**config.mk**
```make
export PLATFORM = sky130hd
export DESIGN_NAME = rr_sel_arbiter4
export DESIGN_NICKNAME = d
export VERILOG_FILES = /design/src/rtl/rr_sel_arbiter4.sv
export SDC_FILE = /design/constraint.sdc
export NUM_CORES = 1
export LEC_CHECK = 0
export BUFFER_PORTS_ARGS = -buffer_cell sky130_fd_sc_hd__buf_2
export CAP_MARGIN = 20
export CORE_MARGIN = 10
export CORE_UTILIZATION = 54
export CTS_CLUSTER_DIAMETER = 50
export DETAILED_ROUTE_END_ITERATION = 10
export GPL_ROUTABILITY_DRIVEN = 1
export PLACE_DENSITY_LB_ADDON = 0.12
export SETUP_SLACK_MARGIN = 0.02
export SLEW_MARGIN = 0
export SYNTH_ARGS = -nofsm -noshare
export SYNTH_HDL_FRONTEND = slang
export SYNTH_SLANG_ARGS = --single-unit
```
**constraint.sdc**
```tcl
create_clock -name clk -period 2.43 [get_ports clk]
set_clock_uncertainty 0.1 [all_clocks]
set_input_delay 0.486 -clock clk [delete_from_list [all_inputs] [get_ports clk]]
set_output_delay 0.486 -clock clk [all_outputs]
set_load 0.01 [all_outputs]
```
**src/rtl/rr_sel_arbiter4.sv**
```systemverilog
// rtl/rr_sel_arbiter4.sv - round-robin 4-channel arbiter driving a 4:1 mux select (optional macro: RR_SEL_ARB_PARK_EN)
module rr_sel_arbiter4 #(
   parameter int unsigned HOLD_MAX = 8
) (
   input  logic       clk,
   input  logic       rst_n,
   input  logic [3:0] req,
   input  logic       done,
   output logic [1:0] sel,
   output logic [3:0] gnt,
   output logic       busy
);

   typedef enum logic {
      IDLE  = 1'b0,
      GRANT = 1'b1
   } state_t;

   localparam logic [7:0] CNT_LAST = 8'(HOLD_MAX - 1);

   state_t     state_q, state_d;
   logic [1:0] ptr_q, ptr_d;
   logic [7:0] cnt_q, cnt_d;
   logic [1:0] sel_q, sel_d;
   logic [3:0] gnt_q, gnt_d;
   logic       busy_q, busy_d;

   logic       found;
   logic [1:0] win;
   logic       release_w;

   // Round-robin search: first requesting channel at or above ptr, wrapping mod 4.
   always_comb begin
      found = 1'b0;
      win   = ptr_q;
      for (int i = 0; i < 4; i++) begin
         logic [1:0] idx;
         idx = ptr_q + 2'(i);
         if (!found && req[idx]) begin
            found = 1'b1;
            win   = idx;
         end
      end
   end

   // Any single release cause ends the grant; coincident causes collapse into one release.
   assign release_w = done | ~req[sel_q] | (cnt_q == CNT_LAST);

   // State register.
   always_ff @(posedge clk or negedge rst_n) begin
      if (!rst_n) begin
         state_q <= IDLE;
      end else begin
         state_q <= state_d;
      end
   end

   // Next-state logic.
   always_comb begin
      state_d = state_q;
      case (state_q)
         IDLE:    if (found)     state_d = GRANT;
         GRANT:   if (release_w) state_d = IDLE;
         default: state_d = IDLE;
      endcase
   end

   // Output and datapath next values; all outputs leave through registers.
   always_comb begin
      sel_d  = sel_q;
      gnt_d  = gnt_q;
      busy_d = busy_q;
      ptr_d  = ptr_q;
      cnt_d  = cnt_q;
      case (state_q)
         IDLE: begin
            if (found) begin
               sel_d  = win;
               gnt_d  = 4'b0001 << win;
               busy_d = 1'b1;
               cnt_d  = 8'd0;
            end
         end
         GRANT: begin
            if (release_w) begin
               gnt_d  = 4'b0000;
               busy_d = 1'b0;
               ptr_d  = sel_q + 2'd1;
`ifdef RR_SEL_ARB_PARK_EN
               sel_d  = sel_q;
`else
               sel_d  = 2'b00;
`endif
            end else begin
               cnt_d = cnt_q + 8'd1;
            end
         end
         default: begin
            gnt_d  = 4'b0000;
            busy_d = 1'b0;
         end
      endcase
   end

   // Datapath and output registers.
   always_ff @(posedge clk or negedge rst_n) begin
      if (!rst_n) begin
         sel_q  <= 2'b00;
         gnt_q  <= 4'b0000;
         busy_q <= 1'b0;
         ptr_q  <= 2'b00;
         cnt_q  <= 8'd0;
      end else begin
         sel_q  <= sel_d;
         gnt_q  <= gnt_d;
         busy_q <= busy_d;
         ptr_q  <= ptr_d;
         cnt_q  <= cnt_d;
      end
   end

   assign sel  = sel_q;
   assign gnt  = gnt_q;
   assign busy = busy_q;

endmodule

```
==> run metrics <==
crit share post-route 81.43%; synthesized netlist cell count 98; Buffers on Ports 13; clk buf depth 2; Core ar. 0.001727 mm2; initial antenna violation count 0; critical path data required time between 2 and 3 ns; Setup Fix Bufs, Post-CTS 0; leakage 0.0004619 uW; Yosys cell types 35; CP Launch Type flop; fmax around 0.51 GHz; Post-synth EDFFs 0; Post-Syn Nets 106; top_reg_cell synth dfrtp_1; share of layout cells above drive strength 1 24.78%; register area 450.4 um2; post-synthesis sequential area ratio 46.09%; DRT iter0 DRCs 24; CTS tree yes; WL final 2073 um; post-route ant nets 0; synth warn 0; # fillers 156; wire length of the first global-routing pass 3663 um; Final Hold Vio Count 0; CTS clk-pin slew, worst paths 0.10 ns; PwrDens between 1000 and 1500 mW/mm2; initial core utilization 56.59%; vias in the first global route between 800 and 900; critical path's top delay family compound AO/OA/AOI/OAI gates; worst min path class primary input to asynchronous set/reset pin; Avg Inst Size Synth 9.971 um2; max incr delay on CP ~0.47 ns; Final setup viols 0; die span in y 62.54 um; H-tree Lvls 1; largest net degree at the start of global routing 19; GRT Util Overall 10.99%; gr ovfl total 0; area grow syn2layout 12.93%; Cell Area, Synth 977.2 um2; Bufs and invs on worst path 0; arrival time worst endpoint ~2.1 ns; MaxCap Viol Count 0; DRC 0; die area 0.003911 mm2; I/O Pins 14; Detail Placement HPWL 1565 um; drt first pass iters 4; outcome finished clean; Yosys reg bits 18; post-placement cell area 0.001067 mm2; crit path cell chain mux2_2 -> a22oi_2 -> o21a_2 -> mux2i_1; wire length per cell ~15 um; # nets final about 120; hold buffer count at CTS 0; Final TNS setup 0 ns; ant diodes 0; via count 832; num rows 15; footprint of the multi-input gates 498.0 um2; Design Area, Final 0.001104 mm2; CTS root buffer clkbuf_4; Rel. slew slack 65.71%; die width 62.54 um; unrepaired setup endpoints after global routing false; Worst Setup End Kind flop; CP Max Fanout 12; Worst-Margin Slew roughly 0.5 ns; Worst path slowest cell a22oi_2; crit path time final 1.979 ns; clk_lat worst skew 0.29 ns; vias per cell 6.029; CP Class flop to flop; Routability Congestion about 0.8; number of gates resized after CTS 0; worst vdd ir 650.2 uV; CTS buffer count 3; CTS Sinks 18; ys async rst share 100.0%; pins over their slew limit 0
## cell families (layout without fill, tap and decap cells)
| kind of cell | count (synthesis) | count (layout) | share of synthesized area, % |
|---|---|---|---|
| muxes | 5 | 5 | 5.378 |
| and+or+nand+nor | 34 | 34 | 19.08 |
| AOI/OAI and AO/OA | 32 | 32 | 24.33 |
| buffers and inverters | 7 | 22 | 2.944 |
| DFF | 18 | 18 | 46.09 |
| adders and majority gates | 1 | 1 | 1.280 |
| xor gates and xnor gates | 1 | 1 | 0.8965 |
## layer usage
| layer | up-vias | global-route usage, % | part of all wire, % |
|---|---|---|---|
| li1 | 408 | - | - |
| met1 | 392 | 14.98 | 51 |
| met2 | 28 | 16.15 | 43 |
| met3 | 4 | 2.688 | 4.6 |
| met4 | 0 | 4.190 | 1.2 |
| met5 | - | 0 | 0 |
## synthesized netlist by cell type, types with 2 or more instances
library cell | count | area share [%]
a21oi_1 | 6 | 3.1
a32o_1 | 2 | 2.0
buf_2 | 2 | 1.0
dfrtp_1 | 18 | 46
inv_1 | 4 | 1.5
mux2_2 | 2 | 2.3
mux2i_1 | 3 | 3.1
nand2_1 | 14 | 5.4
nand4_1 | 2 | 1.3
nor2_1 | 3 | 1.2
nor2b_1 | 4 | 2.6
nor4_1 | 2 | 1.3
o211ai_1 | 3 | 2.3
o21ai_0 | 5 | 2.6
o31ai_1 | 4 | 3.1
o32ai_1 | 2 | 1.8
or3_1 | 3 | 1.9
or4_1 | 2 | 1.5
## final timing paths
check                       start       end  slack [ns]  cells after the start
setup / recovery           sel[1]  ptr_q[0]        0.45                      4
max in group asynchronous   rst_n  ptr_q[1]        1.94                      1
hold / removal              rst_n  cnt_q[7]       0.005                      1
min in group clk             busy      busy        0.39                      1
hold reg to reg              busy      busy        0.39                      1
setup reg to reg           sel[1]  ptr_q[0]        0.45                      4
## state kept, by name, indices dropped and copies added (netlist names)
name     flops
sel          2
state_q      1
gnt          4
ptr_q        2
busy         1
cnt_q        8
## report_power, final
part	leakage, uW	switching (uW)	internal (uW)
sequential	0.000234	96.7	391
clock	0.0000210	89.3	91.3
combinational	0.000207	263	201
total	0.000462	449	683
## metrics by stage
stage               utilization [%]  worst slack, ns  hold slack (ns)  total power, uW  cells
finish                        63.91           0.4513         0.005138             1132    138
CTS                           63.91           0.4444          0.01578             1140    138
global placement              61.81           0.4335           0.3343            945.2    134
floorplan                         -           0.6668          0.09041            807.3     98
global route                  63.91           0.3246          0.01225             1216    138
detailed placement            61.81           0.3815           0.3359            956.0    134
## cells in the final DEF (no fill, tap or decap), types with 2 or more instances in the layout
cell       n
a21oi_1    6
a32o_1     2
buf_2     13
clkbuf_4   3
dfrtp_1   18
inv_1      4
mux2_2     2
mux2i_1    3
nand2_1   14
nand4_1    2
nor2_1     3
nor2b_1    4
nor4_1     2
o211ai_1   3
o21ai_0    5
o31ai_1    4
o32ai_1    2
or3_1      3
or4_1      2
## final cells by class
| class | instances | share of cell area, % |
|---|---|---|
| multi-input combinational | 73 | 45.12 |
| timing repair buffer | 14 | 6.576 |
| tap | 25 | 2.834 |
| sequential | 18 | 40.82 |
| inverter | 4 | 1.361 |
| clock buffer | 4 | 3.288 |
Note: power is estimated with default switching activity, not from simulation.
